**config.mk**
```make
export PLATFORM = sky130hd
export DESIGN_NAME = bin18_to_bcd_seg
export DESIGN_NICKNAME = d
export VERILOG_FILES = /design/src/rtl/bin18_to_bcd_seg.sv
export SDC_FILE = /design/constraint.sdc
export NUM_CORES = 1
export LEC_CHECK = 0
export CORE_ASPECT_RATIO = 0.7
export CORE_UTILIZATION = 56
export DETAILED_ROUTE_END_ITERATION = 10
export GPL_TIMING_DRIVEN = 1
export MAX_ROUTING_LAYER = met4
export PLACE_DENSITY = 0.8
export SLEW_MARGIN = 30
export SYNTH_ARGS = -nofsm -noshare
export SYNTH_HDL_FRONTEND = slang
export SYNTH_SLANG_ARGS = --single-unit
```
**constraint.sdc**
```tcl
create_clock -name clk -period 2.5 [get_ports clk]
set_input_delay 0.5 -clock clk [delete_from_list [all_inputs] [get_ports clk]]
set_output_delay 0.5 -clock clk [all_outputs]
set_load 0.02 [all_outputs]
```
**src/rtl/bin18_to_bcd_seg.sv**
```systemverilog
// -----------------------------------------------------------------------------
// bin18_to_bcd_seg
//
// Display stage for the 18-bit accumulator value. Whenever bin_in differs from
// the last converted value, an iterative shift-add-3 (double-dabble) engine
// converts it to packed BCD, one input bit per clock, and then publishes the
// BCD word and six active-low seven-segment patterns in a single edge.
//
// Optional build macro: LEADING_ZERO_BLANK_EN
//   When defined, hex digits above the most-significant nonzero digit are
//   blanked (7'h7F); hex0 always shows a digit. bcd_out is unaffected.
//
// Ports:
//   clk        system clock, rising edge
//   rst        synchronous, active-high reset
//   bin_in     unsigned binary input value (WIDTH bits)
//   bcd_out    packed BCD, ones digit in [3:0] (4*DIGITS bits)
//   hex0..hex5 active-low segments, bit0=a .. bit6=g; hex0 = ones digit
//   busy       high while a conversion is in progress
//   done       one-cycle pulse after new outputs are published
// -----------------------------------------------------------------------------
module bin18_to_bcd_seg #(
  parameter int unsigned WIDTH  = 18,
  parameter int unsigned DIGITS = 6
) (
  input  logic                  clk,
  input  logic                  rst,
  input  logic [WIDTH-1:0]      bin_in,
  output logic [4*DIGITS-1:0]   bcd_out,
  output logic [6:0]            hex0,
  output logic [6:0]            hex1,
  output logic [6:0]            hex2,
  output logic [6:0]            hex3,
  output logic [6:0]            hex4,
  output logic [6:0]            hex5,
  output logic                  busy,
  output logic                  done
);

  localparam int unsigned CW        = $clog2(WIDTH + 1);
  localparam logic [6:0]  SEG_ZERO  = 7'b1000000;
  localparam logic [6:0]  SEG_BLANK = 7'h7F;

  typedef enum logic [1:0] {
    IDLE,
    SHIFT,
    DONE
  } state_t;

  typedef logic [DIGITS-1:0][6:0] hex_t;

  // Active-low decode; codes above 9 cannot occur but decode to blank.
  function automatic logic [6:0] seg7(input logic [3:0] d);
    logic [6:0] s;
    case (d)
      4'd0:    s = 7'b1000000;
      4'd1:    s = 7'b1111001;
      4'd2:    s = 7'b0100100;
      4'd3:    s = 7'b0110000;
      4'd4:    s = 7'b0011001;
      4'd5:    s = 7'b0010010;
      4'd6:    s = 7'b0000010;
      4'd7:    s = 7'b1111000;
      4'd8:    s = 7'b0000000;
      4'd9:    s = 7'b0010000;
      default: s = SEG_BLANK;
    endcase
    return s;
  endfunction

  // Pre-shift correction: every BCD nibble of 5 or more gets +3 so that the
  // following left shift carries correctly into the next decade.
  function automatic logic [4*DIGITS-1:0] add3(input logic [4*DIGITS-1:0] b);
    logic [4*DIGITS-1:0] r;
    r = b;
    for (int unsigned i = 0; i < DIGITS; i++) begin
      if (b[4*i +: 4] >= 4'd5) begin
        r[4*i +: 4] = b[4*i +: 4] + 4'd3;
      end
    end
    return r;
  endfunction

  function automatic hex_t decode_all(input logic [4*DIGITS-1:0] b);
    hex_t        h;
    int unsigned idx;
    logic        seen_nz;
    h       = '1;
    seen_nz = 1'b0;
    // Walk from the most-significant digit down so leading zeros are known.
    for (int unsigned k = 0; k < DIGITS; k++) begin
      idx = DIGITS - 1 - k;
      if (b[4*idx +: 4] != 4'd0) begin
        seen_nz = 1'b1;
      end
`ifdef LEADING_ZERO_BLANK_EN
      if (!seen_nz && idx != 0) begin
        h[idx] = SEG_BLANK;
      end else begin
        h[idx] = seg7(b[4*idx +: 4]);
      end
`else
      h[idx] = seg7(b[4*idx +: 4]);
`endif
    end
    return h;
  endfunction

  function automatic hex_t reset_hex();
    hex_t h;
    for (int unsigned i = 0; i < DIGITS; i++) begin
`ifdef LEADING_ZERO_BLANK_EN
      h[i] = (i == 0) ? SEG_ZERO : SEG_BLANK;
`else
      h[i] = SEG_ZERO;
`endif
    end
    return h;
  endfunction

  state_t               state_q, state_d;
  logic [WIDTH-1:0]     last_q, last_d;
  logic [WIDTH-1:0]     shift_q, shift_d;
  logic [4*DIGITS-1:0]  work_q, work_d;
  logic [CW-1:0]        cnt_q, cnt_d;
  logic [4*DIGITS-1:0]  bcd_q, bcd_d;
  hex_t                 hex_q, hex_d;
  logic                 busy_q, busy_d;
  logic                 done_q, done_d;
  logic [4*DIGITS-1:0]  work_adj;

  always_ff @(posedge clk) begin
    if (rst) begin
      state_q <= IDLE;
      last_q  <= '0;
      shift_q <= '0;
      work_q  <= '0;
      cnt_q   <= '0;
      bcd_q   <= '0;
      hex_q   <= reset_hex();
      busy_q  <= 1'b0;
      done_q  <= 1'b0;
    end else begin
      state_q <= state_d;
      last_q  <= last_d;
      shift_q <= shift_d;
      work_q  <= work_d;
      cnt_q   <= cnt_d;
      bcd_q   <= bcd_d;
      hex_q   <= hex_d;
      busy_q  <= busy_d;
      done_q  <= done_d;
    end
  end

  always_comb begin
    state_d  = state_q;
    last_d   = last_q;
    shift_d  = shift_q;
    work_d   = work_q;
    cnt_d    = cnt_q;
    bcd_d    = bcd_q;
    hex_d    = hex_q;
    busy_d   = busy_q;
    done_d   = 1'b0;
    work_adj = add3(work_q);

    case (state_q)
      IDLE: begin
        busy_d = 1'b0;
        if (bin_in != last_q) begin
          shift_d = bin_in;
          last_d  = bin_in;
          work_d  = '0;
          cnt_d   = '0;
          busy_d  = 1'b1;
          state_d = SHIFT;
        end
      end
      SHIFT: begin
        // {work, shift} as one register shifted left after the +3 correction.
        work_d  = {work_adj[4*DIGITS-2:0], shift_q[WIDTH-1]};
        shift_d = {shift_q[WIDTH-2:0], 1'b0};
        cnt_d   = cnt_q + CW'(1);
        if (cnt_q == CW'(WIDTH - 1)) begin
          state_d = DONE;
        end
      end
      DONE: begin
        bcd_d   = work_q;
        hex_d   = decode_all(work_q);
        done_d  = 1'b1;
        busy_d  = 1'b0;
        state_d = IDLE;
      end
      default: begin
        state_d = IDLE;
        busy_d  = 1'b0;
      end
    endcase
  end

  assign bcd_out = bcd_q;
  assign hex0    = hex_q[0];
  assign hex1    = hex_q[1];
  assign hex2    = hex_q[2];
  assign hex3    = hex_q[3];
  assign hex4    = hex_q[4];
  assign hex5    = hex_q[5];
  assign busy    = busy_q;
  assign done    = done_q;

endmodule

```
# Word-level counts from Yosys, hierarchy flattened
# Memory sizes are Yosys's and may differ from the RTL's. A register that Yosys moved wholly into a read port is not among the register bits.
# Cells that the tools add are included.
dict set report totals {
  reg_bits 93
  mem_bits_ro 672
  output_inout_bits 68
  wordCells 56
  n_memories 6
}
# memory words width rd rd_ports_with_merged_regs wr line
set mem_list {}
lappend mem_list {{(no name shown)} 16 7 1 1 0 55} ;# case (d)
lappend mem_list {{(no name shown)} 16 7 1 1 0 55}
lappend mem_list {{(no name shown)} 16 7 1 1 0 55}
lappend mem_list {{(no name shown)} 16 7 1 1 0 55}
lappend mem_list {{(no name shown)} 16 7 1 1 0 55}
lappend mem_list {{(no name shown)} 16 7 1 1 0 55}
dict set report op_classes {
  n_addsub 7
  magnitude_cmp 6
  n_eq_ne 6
  muxes 18
  reduce_logical 5
}
# cell count
set ops {}
lappend ops {{$pmux W24 S2} 1}
lappend ops {{$pmux W18 S2} 1}
lappend ops {{$ge A4 B3 Y1 const B} 6}
lappend ops {{$mux W24} 1}
lappend ops {{$add A4 B2 Y4 const B} 5}
lappend ops {{$mux W4} 5}
lappend ops {{$mux W18} 1}
lappend ops {{$ne A18 B18 Y1} 1}
lappend ops {{$pmux W5 S2} 1}
lappend ops {{$reduce_and A2 Y1} 3}
lappend ops {{$add A5 B1 Y5 const B} 1}
lappend ops {{$eq A5 B5 Y1 const B} 1}
lappend ops {{$mux W5} 1}
lappend ops {{$mux W2} 2}
lappend ops {{$ne A2 B2 Y1 const B} 2}
lappend ops {{$pmux W2 S2} 1}
lappend ops {{$add A3 B2 Y3 const B} 1}
lappend ops {{$mux W3} 1}
lappend ops {{$eq A2 B1 Y1 const B} 1}
lappend ops {{$eq A2 B2 Y1 const B} 1}
lappend ops {{$logic_not A2 Y1} 1}
lappend ops {{$mux W1} 2}
lappend ops {{$pmux W1 S2} 1}
lappend ops {{$reduce_bool A2 Y1} 1}

# Logic depth before layout (Yosys ltp)
# Gate-level depths: netlist of run 1.
dict set report logic_depth {
  ltp_word 3
  depth_mapped 8
  ltp_nobuf 7
}

# Least setup slack after synthesis of run 1
# Ideal clock, no wire load.
dict set report synth_timing {
  path_type {input port to flip-flop}
  start {in bin_in[14]}
  end {reg shift_q[12]}
  setup_time_ns 0.119
  arrival_time_ns 1.865
  t_required_ns 2.381
  slack_ns 0.516
  cell_stages 6
  path_buffers 1
  cell_sequence {xor2_1 nor4_4 and3_1 a21oi_1 buf_2 o221a_1}
}
dict set report synth_between {
  elab_chain_cells 3
}
# item line
set synth_lines {}
lappend synth_lines {{start, declared} 28} ;# input logic [WIDTH-1:0] bin_in,
lappend synth_lines {{$ne A18 B18 Y1} 171} ;# if (bin_in != last_q) begin
lappend synth_lines {{$ne A2 B2 Y1 (no source line)} --}
lappend synth_lines {{$reduce_and A2 Y1 (no source line)} --}
lappend synth_lines {{end signal, assigned} 146} ;# shift_q <= shift_d;
lappend synth_lines {{end, declared} 123} ;# logic [WIDTH-1:0] shift_q, shift_d;
# No other way between the ends.
# A chain may end at the register's enable or synchronous reset.

# Worst setup path after layout of run 1
dict set report layout_timing {
  start {in bin_in[3]}
  end {reg shift_q[4]}
}
# The elaborated chain is that of the path after synthesis.

==> metrics.yaml, run 1 <==
run_status: "complete, no violations"
gr-max-usage-layer: "met2"
synthDistinctLibCells: 50
tcrit_tclk_final_pct: 87.0
route.detailed.drc: 0
endpoint_kind: "flop"
non_filler_instance_count_after_layout: 1154
crit_path_max_fanout: 19
timing.final.max_slew_violations: 0
initial_core_util_pct: 57.4
max_slew.worst_pin.slew_ns: 0.931
yosysTopAreaCellShare_pct: 38.0
finalHoldViolations: 0
cts_setup_buffers: 0
routed_via_density: 5.86
synth_edf_count: 0
area_delta_synth_final_pct: 25.7
grt_util_met1_pct: 40.7
postLayoutCoreUtil_pct: 72.2
drt.antenna.violating_nets: 0
slew_limit_headroom_pct: 37.7
numPlacedInstances: 1122
synth-async-reset-ratio_pct: 0
synth-seq-area-share_pct: 38.0
drt_first_iter_violations: 586
final_layout_size_suffix_gt1_share_pct: 9.38
achievable-frequency_mhz: 460
finalInstanceArea_um2: 8940
yosys_warnings: 0
grt_max_degree: 111
clock_latency_ns: 0.41
grt_overflow_total: 0
leakage_nw: 3.16
commonest_cells_after_routing_fill_and_taps_aside: "sky130_fd_sc_hd__dfxtp_1, sky130_fd_sc_hd__a21oi_1, sky130_fd_sc_hd__nand2_1"
clock_tree.buffer_depth: 2
seqPwrFrac_pct: 40.9
cts_root_buffer_type: "sky130_fd_sc_hd__clkbuf_16"
cts_repair_resize_count: 0
grt_setup_unrepaired: "no"
number_of_hold_buffers_added_after_cts: 0
cts.sink_count: 135
worstSetupPathType: "in2reg"
setup.worst_path.start_class: "input pin"
pwr-share-comb_pct: 7.7
drt-wirelength-per-cell_um: 15.9
switching_share_pct: 22.7
p_sw_mw: 1.26
via_count_of_the_first_global_routing_pass: 5910
grt_first_pass_wirelength_um: 29500
syn-instance-count: 901
tns_setup_ns: 0
power_report.internal_total_mw: 4.28
power.share.clock_pct: 51.4
timing.critical_path.arrival_ns: 2.47
hpwlAfterDp_um: 11800
io_buffers: 87
synth-main-ff-cell: "sky130_fd_sc_hd__dfxtp_1"
cts_tree: "yes"
ctsHtreeMaxLevel: 4
cts_inserted_buffers: 17
antenna_found_initial: 0
post-route-worst-setup-slack_ns: 0.326
postSynthNetCount: 955
rows: 34
gp_congestion: 0.880
ys_ff_latch: 135
layout_commonest_cell: "sky130_fd_sc_hd__dfxtp_1"
setup_viol: 0
post_synthesis_cell_area_um2: 7110
wl_um: 18400
globalRouteMet3Util_pct: 6.42
globalRouteMet2Util_pct: 43.3
preCtsSetupSlack_ns: -0.0253
final_nets: 1033
antenna-diode-count: 0
total_power_mw: 5.53
yosys.area.top_type: "sky130_fd_sc_hd__dfxtp_1"
finalCriticalPeriod_ns: 2.17
power-per-cell-area_nw_per_um2: 619
die_area_um2: 13200
fin_skew_ns: 0.00858
dr.pass1.iters: 5
number_of_max_capacitance_violations_reported: 0
detailed_place.area_um2: 8260
die_w_um: 137
clk_pin_slew_ns: 0.06
via_count: 6766
synthTopCellsByArea: "sky130_fd_sc_hd__dfxtp_1, sky130_fd_sc_hd__a21oi_1, sky130_fd_sc_hd__ha_1"
total_routing_usage_gr_pct: 29.6
fin_worst_hold_slack_ns: 0.450
worstPathRequired_ns: 2.79
worstHoldPathType: "reg2reg"
vdd.ir_drop.worst_mv: 0.580
synth.avg_cell_area_um2: 7.89
floorplan.io_pins: 88
die_h_um: 96.3
coreArea_um2: 12400
-- registers in the layout (all words and copies together), names as in the netlist, 2 cells and up --
register,count
shift_q,18
bcd_out,24
hex1,7
hex3,7
hex0,7
hex2,7
cnt_q,5
last_q,18
work_q,24
state_q,2
hex4,7
hex5,7
-- layout make-up --
type,count,area (µm²)
inverter,28,105
clock inverter,10,190
multi-input combinational,668,4030
sequential,135,2700
fill,945,3440
tap,162,203
clock buffer,22,484
timing repair buffer,129,1220
-- cell families after synthesis --
group | synth area share (%)
AO/OA/AOI/OAI | 27.0
XOR/XNOR | 3.33
adder cells (fa/ha/maj) | 5.99
buffers and inverters | 5.48
flip-flops | 38.0
multiplexers | 1.00
AND/OR/NAND/NOR | 19.2
-- worst paths after layout --
path                            cells after the start  slack [ns]                       to               startpoint
worst max-delay path                                7        0.33  shift_q[4]$_SDFFE_PP0P_                bin_in[3]
worst max register to register                      6        0.43   last_q[7]$_SDFFE_PP0P_  state_q[0]$_SDFFE_PP0P_
worst min-delay path                                2        0.45     hex2[3]$_SDFFE_PP0P_     hex2[3]$_SDFFE_PP0P_
worst min register to register                      2        0.45     hex2[3]$_SDFFE_PP0P_     hex2[3]$_SDFFE_PP0P_
-- worst max-delay path: stages --
cell                              delay, ns
sky130_fd_sc_hd__clkdlybuf4s50_1       0.46
sky130_fd_sc_hd__xnor2_1               0.27
sky130_fd_sc_hd__o221ai_1              0.22
sky130_fd_sc_hd__nor4_1                0.39
sky130_fd_sc_hd__a21oi_1               0.12
sky130_fd_sc_hd__buf_4                 0.22
sky130_fd_sc_hd__o221a_1               0.27
-- cells in the mapped netlist (all sizes together), types with 17 or more instances --
| master | instances |
|---|---|
| a211oi | 22 |
| a21oi | 116 |
| a31oi | 38 |
| clkbuf | 60 |
| dfxtp | 135 |
| ha | 34 |
| inv | 27 |
| nand2 | 104 |
| nand2b | 20 |
| nand3 | 20 |
| nor2 | 100 |
| nor3 | 18 |
| o211ai | 22 |
| o21ai | 53 |
| o221a | 17 |
-- routing by layer --
metal | vias to the layer above | share of wire, %
li1 | 3350 | -
met1 | 3139 | 48
met2 | 247 | 45
met3 | 30 | 6.6
met4 | 0 | 1.3
met5 | - | 0
-- power groups by stage --
stage / combinational [mW] / clock, mW / sequential (mW)
6_report: 0.428 / 2.84 / 2.26
5_1_grt: 0.464 / 2.96 / 2.27
4_1_cts: 0.421 / 2.87 / 2.26
3_5_place_dp: 0.417 / 0 / 2.30
3_3_place_gp: 0.410 / 0 / 2.30
2_1_floorplan: 0.270 / 0 / 2.29
Power figures use the tool's default switching activity.
==> run 2: changes to the inputs <==
SLEW_MARGIN = unset   (was 30)
==> results of run 2 <==
Final layout, timing and power as in run 1 (identical DEF).
==> run 3: changes to the inputs <==
CORE_UTILIZATION = 40   (was 56)
PLACE_DENSITY = unset   (was 0.8)
==> metrics.yaml, run 3 (synthesis results as in run 1) <==
run_status: "complete, no violations"
gp_congestion: 0.847  # -3.8%
cts_setup_buffers: 0  # unchanged
fin_skew_ns: 0.0154  # +0.00678 ns
finalCriticalPeriod_ns: 2.36  # +0.182 ns
antenna-diode-count: 0  # unchanged
hpwlAfterDp_um: 12500  # +6.2%
setup_viol: 0  # unchanged
tcrit_tclk_final_pct: 94.3  # +7.3 points
fillers: 1676  # +77%
power-per-cell-area_nw_per_um2: 580  # -6.3%
ctsHtreeMaxLevel: 4  # unchanged
die_area_um2: 18300  # +39%
timing.critical_path.arrival_ns: 2.66  # +0.19 ns
drt-wirelength-per-cell_um: 15.3  # -3.8%
crit_path_cell_trace: "clkdlybuf4s50_1 > xor2_1 > nor4_4 > and3_1 > a21oi_2 > buf_4 > a21oi_1"
max_slew.worst_pin.slew_ns: 0.956  # +0.0251 ns
via_count: 6594  # -2.5%
achievable-frequency_mhz: 424  # -7.7%
worstSetupPathType: "in2reg"
timing.final.max_slew_violations: 0  # unchanged
routed_via_density: 5.34  # -8.9%
commonest_cells_after_routing_fill_and_taps_aside: "sky130_fd_sc_hd__dfxtp_1, sky130_fd_sc_hd__a21oi_1, sky130_fd_sc_hd__nand2_1"
total_routing_usage_gr_pct: 22.1  # -7.5 points
io_buffers: 87  # unchanged
die_h_um: 114  # +18%
cts.sink_count: 135  # unchanged
crit_path_max_fanout: 20  # +1
layout_commonest_cell: "sky130_fd_sc_hd__dfxtp_1"
non_filler_instance_count_after_layout: 1234  # +6.9%
die_w_um: 161  # +18%
drt.antenna.violating_nets: 0  # unchanged
grt_setup_unrepaired: "no"
initial_core_util_pct: 41.2  # -16 points
via_count_of_the_first_global_routing_pass: 6187  # +4.7%
regArea_um2: 2700  # unchanged
fin_worst_hold_slack_ns: 0.449  # -0.000954 ns
grt_max_degree: 111  # unchanged
cp_slowest_stage_delay_ns: 0.76  # +0.30 ns
final_layout_size_suffix_gt1_share_pct: 10.3  # +0.89 points
coreArea_um2: 17300  # +39%
cts_inserted_buffers: 17  # unchanged
multi_input_area_um2: 4030  # about the same
clock_tree.buffer_depth: 2  # unchanged
setup.worst_path.start_class: "input pin"
endpoint_kind: "flop"
post-route-worst-setup-slack_ns: 0.144  # -0.182 ns
clk_pin_slew_ns: 0.06  # about the same
slowest_stage: "sky130_fd_sc_hd__a21oi_2"
dr.pass1.iters: 6  # +1
slew_limit_headroom_pct: 36.3  # -1.4 points
route.detailed.drc: 0  # unchanged
grt_first_pass_wirelength_um: 31700  # +7.5%
floorplan.io_pins: 88  # unchanged
final_nets: 1045  # +1.2%
preCtsSetupSlack_ns: -0.282  # -0.257 ns
cts_tree: "yes"
vdd.ir_drop.worst_mv: 0.346  # -40%
rows: 40  # +18%
area_delta_synth_final_pct: 27.7
worst-r2r-setup-slack_ns: 0.36  # -0.07 ns
worstPathRequired_ns: 2.81  # +0.02 ns
leakage_nw: 3.20  # +1.5%
wl_um: 18900  # +2.8%
finalHoldViolations: 0  # unchanged
numPlacedInstances: 1203  # +7.2%
cts_root_buffer_type: "sky130_fd_sc_hd__clkbuf_16"
postLayoutCoreUtil_pct: 52.6  # -20 points
number_of_hold_buffers_added_after_cts: 0  # unchanged
grt_overflow_total: 0  # unchanged
finalInstanceArea_um2: 9080  # +1.6%
cts_repair_resize_count: 0  # unchanged
clock_latency_ns: 0.42  # about the same
antenna_found_initial: 0  # unchanged
number_of_max_capacitance_violations_reported: 0  # unchanged
worstHoldPathType: "reg2reg"
drt_first_iter_violations: 474  # -19%
detailed_place.area_um2: 8480  # +2.6%
==> run 3: final cells by class <==
class,count,share of cell area (%)
Sequential cell,135,29.8
Timing Repair Buffer,141,14.9
Inverter,28,1.16
Clock buffer,23,5.26
Tap cell,231,3.18
Multi-Input combinational cell,668,44.4
Clock inverter,8,1.34
==> run 3: through the flow <==
| step | TNS [ns] | power [mW] |
|---|---|---|
| global route | 0 | 5.47 |
| detailed placement | -7.48 | 2.75 |
| CTS | 0 | 5.31 |
| finish | 0 | 5.26 |
| floorplan | 0 | 2.56 |
| global placement | -5.09 | 2.75 |
==> run 3: metal layers <==
| layer | share of wire, % | GRT usage (%) |
|---|---|---|
| met3 | 3.7 | 4.25 |
| met5 | 0 | - |
| met2 | 43 | 31.8 |
| met4 | 0.69 | 5.47 |
| met1 | 53 | 31.4 |
==> run 3: where the power goes <==
part / internal, mW / leakage [nW] / switching, mW / total (mW)
sequential: 2.22 / 1.10 / 0.0451 / 2.26
clock: 1.64 / 0.293 / 0.919 / 2.56
combinational: 0.193 / 1.81 / 0.253 / 0.446
total: 4.05 / 3.20 / 1.22 / 5.26
==> run 3: worst max-delay path, delay by kind of cell <==
| kind | cells | cell delay, ns |
|---|---|---|
| compound gates | 2 | 0.82 |
| xor+xnor | 1 | 0.29 |
| simple gates | 2 | 0.31 |
| buf+inv | 2 | 0.74 |
==> run 3: path summary, 6_finish.rpt <==
check             depth (start not counted)                    from                     end
setup reg to reg                          7  last_q[4]$_SDFFE_PP0P_  work_q[3]$_SDFFE_PP0P_
setup / recovery                          7              bin_in[16]  work_q[3]$_SDFFE_PP0P_
hold reg to reg                           2    hex2[3]$_SDFFE_PP0P_    hex2[3]$_SDFFE_PP0P_
hold / removal                            2    hex2[3]$_SDFFE_PP0P_    hex2[3]$_SDFFE_PP0P_
